<file path="config.mk">
export PLATFORM = sky130hd
export DESIGN_NAME = sta_operand_feeder
export DESIGN_NICKNAME = d
export VERILOG_FILES = /design/src/rtl/sta_operand_feeder.sv
export SDC_FILE = /design/constraint.sdc
export NUM_CORES = 1
export LEC_CHECK = 0
export ABC_CLOCK_PERIOD_IN_PS = 2700
export CAP_MARGIN = 20
export CORE_AREA = 5 5 217 219
export DETAILED_ROUTE_END_ITERATION = 10
export DIE_AREA = 0 0 222 224
export PLACE_DENSITY = 0.73
export SLEW_MARGIN = 10
export SYNTH_ARGS = -nofsm -noshare
export SYNTH_HDL_FRONTEND = slang
export SYNTH_SLANG_ARGS = --single-unit
</file>
<file path="constraint.sdc">
create_clock -name clk -period 2.7 [get_ports clk]
set_input_delay 0.675 -clock clk [delete_from_list [all_inputs] [get_ports clk]]
set_output_delay 0.675 -clock clk [all_outputs]
set_load 0.05 [all_outputs]
</file>
<file path="src/rtl/sta_operand_feeder.sv">
// Operand injector for the 4x4 systolic tensor array: diagonal skew, stall, pe_mask and done.
// Define STA_FEEDER_BIAS_EN to build the first-flag chain that drives the per-PE load_bias wavefront.
module sta_operand_feeder #(
  parameter int N            = 4,
  parameter int VECTOR_WIDTH = 4,
  parameter int K_W          = 8
) (
  input  logic                                 clk,
  input  logic                                 reset_n,
  input  logic                                 start,
  input  logic [K_W-1:0]                       k_steps,
  input  logic [2:0]                           rows_active,
  input  logic [2:0]                           cols_active,
  input  logic                                 op_valid,
  input  logic [N-1:0][VECTOR_WIDTH-1:0][7:0]  op_a,
  input  logic [N-1:0][VECTOR_WIDTH-1:0][7:0]  op_b,
  output logic                                 op_ready,
  output logic [VECTOR_WIDTH-1:0][7:0]         A0,
  output logic [VECTOR_WIDTH-1:0][7:0]         A1,
  output logic [VECTOR_WIDTH-1:0][7:0]         A2,
  output logic [VECTOR_WIDTH-1:0][7:0]         A3,
  output logic [VECTOR_WIDTH-1:0][7:0]         B0,
  output logic [VECTOR_WIDTH-1:0][7:0]         B1,
  output logic [VECTOR_WIDTH-1:0][7:0]         B2,
  output logic [VECTOR_WIDTH-1:0][7:0]         B3,
  output logic [N-1:0]                         load_bias0,
  output logic [N-1:0]                         load_bias1,
  output logic [N-1:0]                         load_bias2,
  output logic [N-1:0]                         load_bias3,
  output logic [N*N-1:0]                       pe_mask,
  output logic                                 stall,
  output logic                                 busy,
  output logic                                 done,
  output logic [1:0]                           state_dbg
);

  typedef enum logic [1:0] {
    S_IDLE  = 2'd0,
    S_FEED  = 2'd1,
    S_DRAIN = 2'd2,
    S_DONE  = 2'd3
  } state_t;

  typedef logic [VECTOR_WIDTH-1:0][7:0] vec_t;

  localparam int                DRAIN_W    = $clog2(2*N);
  localparam logic [DRAIN_W-1:0] DRAIN_LAST = DRAIN_W'(2*N-2);

  state_t                              state, state_n;
  logic                                xfer;
  logic                                last_xfer;
  logic [K_W-1:0]                      k_lat;
  logic [K_W-1:0]                      k_cnt;
  logic [DRAIN_W-1:0]                  drain_cnt;
  logic [2:0]                          rows_eff;
  logic [2:0]                          cols_eff;
  logic [N*N-1:0]                      mask_n;
  logic [N-1:0][VECTOR_WIDTH-1:0][7:0] a_s0;
  logic [N-1:0][VECTOR_WIDTH-1:0][7:0] b_s0;
  vec_t                                a_out [N];
  vec_t                                b_out [N];
  logic [N-1:0][N-1:0]                 lb;

  // Handshake: a transfer happens in any cycle where op_valid & op_ready; op_ready
  // is high only in FEED and never depends on op_valid, so the source may hold data.
  assign xfer      = op_valid & op_ready;
  assign last_xfer = (k_cnt == k_lat - 1'b1);
  assign state_dbg = state;

  always_ff @(posedge clk or negedge reset_n) begin
    if (!reset_n) state <= S_IDLE;
    else          state <= state_n;
  end

  always_comb begin
    state_n  = state;
    op_ready = 1'b0;
    stall    = 1'b0;
    busy     = 1'b1;
    done     = 1'b0;
    unique case (state)
      S_IDLE: begin
        busy = 1'b0;
        if (start) state_n = (k_steps == '0) ? S_DRAIN : S_FEED;
      end
      S_FEED: begin
        op_ready = 1'b1;
        stall    = ~op_valid;
        if (op_valid && last_xfer) state_n = S_DRAIN;
      end
      S_DRAIN: begin
        if (drain_cnt == DRAIN_LAST) state_n = S_DONE;
      end
      S_DONE: begin
        done    = 1'b1;
        state_n = S_IDLE;
      end
      default: state_n = S_IDLE;
    endcase
  end

  // Counts clamp above N so a too-large rows/cols request simply enables the full array.
  always_comb begin
    rows_eff = (rows_active > 3'(N)) ? 3'(N) : rows_active;
    cols_eff = (cols_active > 3'(N)) ? 3'(N) : cols_active;
    mask_n   = '0;
    for (int r = 0; r < N; r++) begin
      for (int c = 0; c < N; c++) begin
        mask_n[r*N+c] = (3'(r) < rows_eff) && (3'(c) < cols_eff);
      end
    end
  end

  always_ff @(posedge clk or negedge reset_n) begin
    if (!reset_n) begin
      k_lat     <= '0;
      k_cnt     <= '0;
      drain_cnt <= '0;
      pe_mask   <= '0;
    end else begin
      if (state == S_IDLE && start) begin
        k_lat     <= k_steps;
        k_cnt     <= '0;
        drain_cnt <= '0;
        pe_mask   <= mask_n;
      end
      if (xfer)               k_cnt     <= k_cnt + 1'b1;
      if (state == S_DRAIN)   drain_cnt <= drain_cnt + 1'b1;
    end
  end

  // Stage 0 carries zeros whenever no operand set is accepted, which flushes the skew.
  assign a_s0     = xfer ? op_a : '0;
  assign b_s0     = xfer ? op_b : '0;
  assign a_out[0] = a_s0[0];
  assign b_out[0] = b_s0[0];

  for (genvar g = 1; g < N; g++) begin : g_skew
    vec_t a_sr [g];
    vec_t b_sr [g];

    always_ff @(posedge clk or negedge reset_n) begin
      if (!reset_n) begin
        for (int i = 0; i < g; i++) begin
          a_sr[i] <= '0;
          b_sr[i] <= '0;
        end
      end else if (!stall) begin
        a_sr[0] <= a_s0[g];
        b_sr[0] <= b_s0[g];
        for (int i = 1; i < g; i++) begin
          a_sr[i] <= a_sr[i-1];
          b_sr[i] <= b_sr[i-1];
        end
      end
    end

    assign a_out[g] = a_sr[g-1];
    assign b_out[g] = b_sr[g-1];
  end

  assign A0 = a_out[0];
  assign A1 = a_out[1];
  assign A2 = a_out[2];
  assign A3 = a_out[3];
  assign B0 = b_out[0];
  assign B1 = b_out[1];
  assign B2 = b_out[2];
  assign B3 = b_out[3];

`ifdef STA_FEEDER_BIAS_EN
  logic           first_pend;
  logic [2*N-2:0] chain;
  logic [2*N-2:1] chain_q;

  // chain[d] marks the k=0 operands sitting d skew stages from the array corner.
  assign chain = {chain_q, xfer & first_pend};

  always_ff @(posedge clk or negedge reset_n) begin
    if (!reset_n) begin
      first_pend <= 1'b0;
      chain_q    <= '0;
    end else begin
      if (state == S_IDLE && start) first_pend <= (k_steps != '0);
      else if (xfer)                first_pend <= 1'b0;
      if (!stall) chain_q <= {chain_q[2*N-3:1], chain[0]};
    end
  end

  always_comb begin
    lb = '0;
    for (int r = 0; r < N; r++) begin
      for (int c = 0; c < N; c++) begin
        lb[r][c] = chain[r+c] & pe_mask[r*N+c];
      end
    end
  end
`else
  assign lb = '0;
`endif

  assign load_bias0 = lb[0];
  assign load_bias1 = lb[1];
  assign load_bias2 = lb[2];
  assign load_bias3 = lb[3];

endmodule
</file>
==> impl_metrics.csv, run 1 <==
group,metric,value,unit
yosys,yosys.area.top_type,"dfrtp_1",
placed_design,dpl.hpwl,35300,um
yosys,ys_seq_elements,421,
yosys,synth_cells,1515,
floorplanning,die-area,0.0497,sq mm
sta,finalHoldViolCount,0,
worst_setup_path,start_kind,"flip-flop",
cts,cts_root_buf,"clkbuf_16",
yosys,seq_area_frac_synth,56.2,%
cts,cts.sinks,421,
placed_design,routabilityCongestion,0.976,
final_layout,drive_above_1_share,19.9,%
worst_setup_path,crit-reg2reg-capture,"state_dbg[1]",
sta,min_period_over_period,96.8,%
sta,setup_tns,0,ns
grt,grt_overflow,0,
hold_path,hold_path_class,"input port to async pin",
worst_setup_path,required,2.03,ns
worst_setup_path,crit_path_max_fanout,20,
pwr,p_leak,12.2,nW
cts,cts_htree_levels,2,
sta,maxSlewViolCount,0,
worst_setup_path,path_class,"flip-flop to output port",
worst_setup_path,reg2reg_slack,0.43,ns
sta,timing.hold.ws,0.0350,ns
yosys,synth_cell_type_count,39,
cts,clk_pin_slew,0.06,ns
cts,cts_inserted_buffers,45,
yosys,muxShareOfSynthArea,22.0,%
sta,max_freq,383,MHz
drt,drtIter0Drc,638,
yosys,synth_area,0.0187,sq mm
worst_setup_path,worstSetupEndpointType,"output port",
grt,grt_max_degree,131,
worst_setup_path,critPathArrivalTime,1.94,ns
drt,ant_nets,0,
floorplanning,rows,78,
floorplanning,ios,568,
sta,skew,0.0145,ns
sta,max_slew.worst_pin.slew,0.843,ns
yosys,synth_edf_count,0,
yosys,synthAdderAreaFrac,0.601,%
sta,setup_violations,0,
floorplanning,core_area,0.0449,sq mm
sta,min_period,2.61,ns
pwr,ir_drop,0.718,mV
drt,drt-pass1-iter-count,4,
yosys,yosys.area_share.simple,8.76,%
status,status,"completed",
pwr,powerDensity,1030,mW/mm^2
drt,viasPerCell,4.88,
grt,grt_pass1_wl,77300,um
yosys,syn_area_per_cell,12.4,sq um
floorplanning,die_h,224,um
sta,slew_headroom,43.8,%
final_layout,fin_nets,2157,
yosys,yosysMostFrequentCell,"dfrtp_1",
drt,routed_wl,49300,um
drt,wl_per_cell,19.6,um
drt,vias,12234,
cts,cts_max_path_buffers,3,
worst_setup_path,worstRegToRegCells,7,
drt,remaining_drc_errors,0,
final_layout,final_cell_area,0.0258,sq mm
worst_setup_path,timing.rr.start,"k_lat[0]",
floorplanning,start_util,41.7,%
placed_design,placed_area,0.0243,sq mm
cts,cts_tree,"yes",
yosys,synth_top_family_by_area,"multiplexers",
yosys,yosysWarningCount,0,
yosys,synthTopCellsByCount,"421 x dfrtp_1, 208 x buf_4, 194 x mux2i_1",
placed_design,io_buffers,551,
final_layout,area_growth,37.7,%
yosys,synth_xor_area_share,0.468,%
cts,clock_latency,0.55,ns
pwr,total_power,26.5,mW
yosys,ys_async_sr_fraction,100,%
yosys,synthTopCellsByArea,"dfrtp_1 56%, mux2_2 12%, mux2i_1 10%",
grt,grt.total_usage,19.3,%
cts,cts_hold_buffers,0,
grt,antenna_found_initial,2,
yosys,synth_compound_area_share,1.52,%
floorplanning,die_w,222,um
yosys,ys.flop_type,"dfrtp_1",
job,maxCapViolCount,0,
yosys,post-synth-top-area-fraction,56.2,%
grt,grt_pass1_vias,13039,
sta,rsz0062_at_grt,"no",
-- state kept, by name (all words and copies together) (netlist names) --
signal	count
A1	32
A2	32
A3	32
B1	32
B2	32
B3	32
drain_cnt	3
g_skew.a_sr	96
g_skew.b_sr	96
k_cnt	8
k_lat	8
pe_mask	16
state_dbg	2
-- cells in the final DEF (no fill, tap or decap), drive strengths merged, types with 12 or more instances in the layout --
cell	Yosys	layout
mux2	194	194
dfrtp	421	421
inv	9	12
clkdlybuf4s50	0	481
conb	1	16
nor2b	62	62
mux2i	194	194
buf	246	107
and3	65	65
clkbuf	46	72
nor2	137	137
nand2	52	52
o21ai	28	28
-- report_power, final --
group          leakage [nW]  switching [mW]  internal, mW  total, mW
clock network         0.692            2.43          3.49       5.92
registers              5.69            1.01          8.01       9.02
logic                  5.80            7.11          4.49       11.6
total                  12.2            10.6          16.0       26.5
-- cell type report --
class / count / area [sq um]
well taps: 600 / 751
inverters: 10 / 40.0
diodes: 2 / 5.00
fillers: 3615 / 19100
clock buffers: 72 / 1380
flip-flops and latches: 421 / 10500
multi-input cells: 807 / 6360
clock inverters: 6 / 42.5
repair buffers: 589 / 6680
-- metal layers --
metal / track usage [%] / routed length (um) / vias up
li1: - / - / 5622
met1: 25.3 / 20500 / 6162
met2: 31.4 / 24100 / 371
met3: 5.79 / 3510 / 79
met4: 5.45 / 1150 / 0
met5: 0 / 0 / -
-- critical path, cell delays in order (launching register included) --
cell and delay, ns:
dfrtp_2 0.45, inv_2 0.10, ha_4 0.22, buf_6 0.19, and3_1 0.25, buf_12 0.16
-- what timing repair did --
action / 4_1_cts / 5_1_grt
endpoints found under the setup margin: 52 / 65
pin swaps: 0 / 0
setup buffers: 2 / 0
gates resized for setup: 8 / 5
hold endpoints to repair: 0 / 0
-- logic make-up after synthesis --
kind of cell	Yosys count
flops	421
mux	388
simple gates	337
buf+inv	302
compound gates	47
xor+xnor	10
fa+ha+maj	9
other cells	1
-- stage by stage --
step	cells	utilization (%)	setup WS, ns
floorplan	1530	-	0.0595
global placement	2425	54.2	0.377
detailed placement	2425	54.2	0.355
CTS	2505	57.4	-0.000597
global route	2507	57.4	0.0232
finish	2507	57.4	0.0873
-- worst max-delay path by stage --
stage / from / to / slack, ns / cells past startpoint
floorplan: state_dbg[1] / stall / 0.06 / 6
global placement: op_a[13] / A0[13] / 0.38 / 3
detailed placement: op_valid / state_dbg[1] / 0.36 / 5
CTS: state_dbg[1] / A0[26] / -0.0006 / 5
global route: state_dbg[1] / A0[27] / 0.02 / 5
finish: state_dbg[1] / A0[27] / 0.09 / 5
Power figures use the tool's default switching activity.
==> run 2, diff against run 1 <==
--- a/config.mk
+++ b/config.mk
@@ -5,12 +5,13 @@
 export SDC_FILE = /design/constraint.sdc
 export NUM_CORES = 1
 export LEC_CHECK = 0
+export ABC_AREA = 1
 export ABC_CLOCK_PERIOD_IN_PS = 2700
 export CAP_MARGIN = 20
-export CORE_AREA = 5 5 217 219
+export CORE_AREA = 2 2 221 223
 export DETAILED_ROUTE_END_ITERATION = 10
-export DIE_AREA = 0 0 222 224
-export PLACE_DENSITY = 0.73
+export DIE_AREA = 0 0 223 225
+export PLACE_DENSITY = 0.67
 export SLEW_MARGIN = 10
 export SYNTH_ARGS = -nofsm -noshare
 export SYNTH_HDL_FRONTEND = slang
==> run 2 against run 1 <==
Power fell by 0.10%; synthesized cell count rose by 20%; count of clock-buffer cells in the layout fell by 8; cell area fell by 1.4%; flip-flop and latch count did not move; clock skew rose by 0.013 ns; area after synthesis fell by 4.7%; combinational power fell by 5%; first-iteration DRC count rose by 18%; utilization fell by 4.0 points.
==> impl_metrics.csv, run 2 <==
group,metric,value,unit
status,status,"completed",
yosys,yosysMostFrequentCell,"nand2_1",
placed_design,io_buffers,551,
cts,cts_root_buf,"clkbuf_16",
placed_design,place_ws,0.161,ns
grt,busiest_layer,"met2",
pwr,powerDensity,1040,mW/mm^2
floorplanning,die-area,0.0502,sq mm
drt,remaining_drc_errors,0,
yosys,synth_edf_count,0,
yosys,yosysWarningCount,0,
floorplanning,start_util,37.6,%
grt,grt_use_met2,32.6,%
sta,finalHoldViolCount,0,
pwr,intPower,15.8,mW
pwr,pwr-share-seq,33.7,%
cts,clk_pin_slew,0.06,ns
sta,max_slew.worst_pin.slew,0.683,ns
yosys,yosys.area.top_type,"dfrtp_1",
grt,grt_pass1_wl,76700,um
final_layout,layout_commonest_cell,"nand2_1",
worst_setup_path,crit_start,"state_dbg[1]",
placed_design,routabilityCongestion,0.856,
floorplanning,rows,80,
yosys,muxShareOfSynthArea,0.0560,%
pwr,p_leak,12.4,nW
drt,wl_per_cell,17.6,um
worst_setup_path,crit_path_max_incr_delay,0.45,ns
sta,setup_ws,0.0828,ns
final_layout,fin_nets,2462,
grt,grt_max_degree,81,
yosys,synth_area,0.0179,sq mm
sta,setup_violations,0,
worst_setup_path,path_cells,"inv_2 -> ha_4 -> nand2_4 -> buf_16 -> nor2_2 -> buf_12",
floorplanning,core_area,0.0475,sq mm
floorplanning,ios,568,
grt,grtUsageMet3,6.34,%
sta,skew,0.0276,ns
floorplanning,die_w,223,um
yosys,ys_async_sr_fraction,100,%
final_layout,post-route-util,53.5,%
drt,vias,13438,
final_layout,reg_top3,"g_skew.a_sr (96), g_skew.b_sr (96)",
yosys,synth_xor_area_share,0.245,%
worst_setup_path,start_kind,"flip-flop",
yosys,synth_top_family_by_area,"simple AND/OR/NAND/NOR gates",
grt,grt.total_usage,19.2,%
yosys,synthTopCellsByArea,"dfrtp_1 59%, nand2_1 13%, a22o_1 9.4%",
sta,max_freq,382,MHz
worst_setup_path,critPathArrivalTime,1.94,ns
grt,antenna_found_initial,7,
yosys,synthAdderAreaFrac,0.631,%
pwr,power_frac_clock,24.7,%
sta,min_period_over_period,96.9,%
yosys,ys_seq_elements,421,
yosys,yosys.area_share.simple,15.6,%
worst_setup_path,critPathBufInv,3,
sta,slew_headroom,54.4,%
worst_setup_path,required,2.03,ns
pwr,p_sw_share,40.3,%
worst_setup_path,crit_path_max_fanout,32,
cts,cts_htree_levels,2,
yosys,ys.flop_type,"dfrtp_1",
cts,cts_tree,"yes",
yosys,synthTopCellsByCount,"621 x nand2_1, 421 x dfrtp_1, 210 x buf_4",
worst_setup_path,path_class,"flip-flop to output port",
floorplanning,die_h,225,um
job,maxCapViolCount,0,
sta,timing.hold.ws,0.0906,ns
grt,grt_overflow,0,
hold_path,hold_path_class,"input port to async pin",
drt,drtIter0Drc,755,
sta,min_period,2.62,ns
drt,ant_nets,0,
cts,clock_latency,0.56,ns
worst_setup_path,worstSetupEndpointType,"output port",
worst_setup_path,reg2reg_slack,0.81,ns
yosys,post-synth-top-area-fraction,59.0,%
yosys,synth_compound_area_share,11.1,%
placed_design,dpl.hpwl,36100,um
yosys,syn_area_per_cell,9.80,sq um
worst_setup_path,critPathTopFamily,"buffers and inverters",
final_layout,most-common-layout-cells,"621 x nand2_1, 482 x clkdlybuf4s50_1, 420 x dfrtp_1",
pwr,pwr-share-comb,41.6,%
sta,maxSlewViolCount,0,
drt,routed_wl,50000,um
final_layout,drive_above_1_share,12.0,%
yosys,synth_cells,1822,
pwr,p_sw,10.7,mW
grt,gr-usage-met1,22.6,%
yosys,seq_area_frac_synth,59.0,%
pwr,ir_drop,0.527,mV
final_layout,area_growth,42.4,%
drt,viasPerCell,4.74,
cts,cts_max_path_buffers,3,
cts,cts_hold_buffers,0,
yosys,synth_cell_type_count,30,
cts,cts.sinks,421,
drt,drt-pass1-iter-count,5,
worst_setup_path,slowest_stage,"dfrtp_2",
cts,cts_inserted_buffers,45,
worst_setup_path,worstRegToRegCells,9,
grt,grt_pass1_vias,13639,
worst_setup_path,timing.rr.start,"state_dbg[1]",
worst_setup_path,crit-reg2reg-capture,"g_skew[3].a_sr[61]",
-- run 2: cell count changes after synthesis, moves of 7 or more --
| cell | change |
|---|---|
| a22o_1 | +190 |
| and3_1 | -65 |
| buf_2 | +38 |
| clkbuf_1 | -25 |
| inv_1 | +93 |
| mux2_2 | -193 |
| mux2i_1 | -193 |
| nand2_1 | +569 |
| nand3_1 | +13 |
| nor2_1 | -53 |
| nor2b_1 | -62 |
| o21ai_0 | +20 |
| o31ai_1 | -7 |
-- run 2: repair_timing --
| item | CTS | global route |
|---|---|---|
| endpoints found under the setup margin | 65 | 65 |
| buffers inserted | 0 | 0 |
| cloned | 0 | 2 |
| gates resized for setup | 7 | 83 |
-- run 2: per-stage QoR --
stage,setup TNS [ns],area (sq um),cells,total power [mW]
after floorplan,0,17900,1837,16.5
after global placement,0,23500,2745,19.7
after detailed placement,0,23500,2745,19.9
after global routing,-0.00277,25400,2837,27.8
final,0,25400,2837,26.5
after CTS,-1.77,25100,2828,26.6
-- run 2: final cells by class --
type,instances,area [sq um]
fillers,4089,22100
flip-flops and latches,421,10500
repair buffers,597,6820
multi-input cells,1010,5270
clock buffers,64,1370
well taps,615,769
inverters,104,400
clock inverters,19,249
diodes,7,17.5
-- run 2: how the worst max path moves through the flow --
stage / end / slack, ns / cells past startpoint
5_1_grt: A0[28] / -0.003 / 6
2_1_floorplan: B0[10] / 0.05 / 6
3_5_place_dp: B0[8] / 0.16 / 5
4_1_cts: A0[17] / -0.04 / 6
6_report: A0[30] / 0.08 / 6
3_3_place_gp: B0[4] / 0.19 / 5
-- run 2: power by group through the flow --
stage	clock, mW	sequential [mW]	combinational (mW)
global placement	0	8.96	10.8
global route	6.99	9.13	11.7
finish	6.55	8.93	11.0
detailed placement	0	9.02	10.9
CTS	6.74	8.93	10.9
floorplan	0	9.87	6.62
-- run 2: logic make-up (layout without fill, tap and decap cells) --
| family | count (synthesis) | after routing |
|---|---|---|
| other cells | 1 | 23 |
| buf+inv | 406 | 784 |
| fa+ha+maj | 9 | 9 |
| mux | 1 | 1 |
| xor+xnor | 5 | 5 |
| simple gates | 729 | 729 |
| flops | 421 | 421 |
| compound gates | 250 | 250 |
-- run 2: metal layers --
metal  share of wire, %  vias to the layer above  wire, um
met4                3.4                        0      1700
met2                 49                      448     24700
met5                  0                        -         0
met3                8.2                       85      4120
li1                   -                     6335         -
met1                 39                     6570     19500
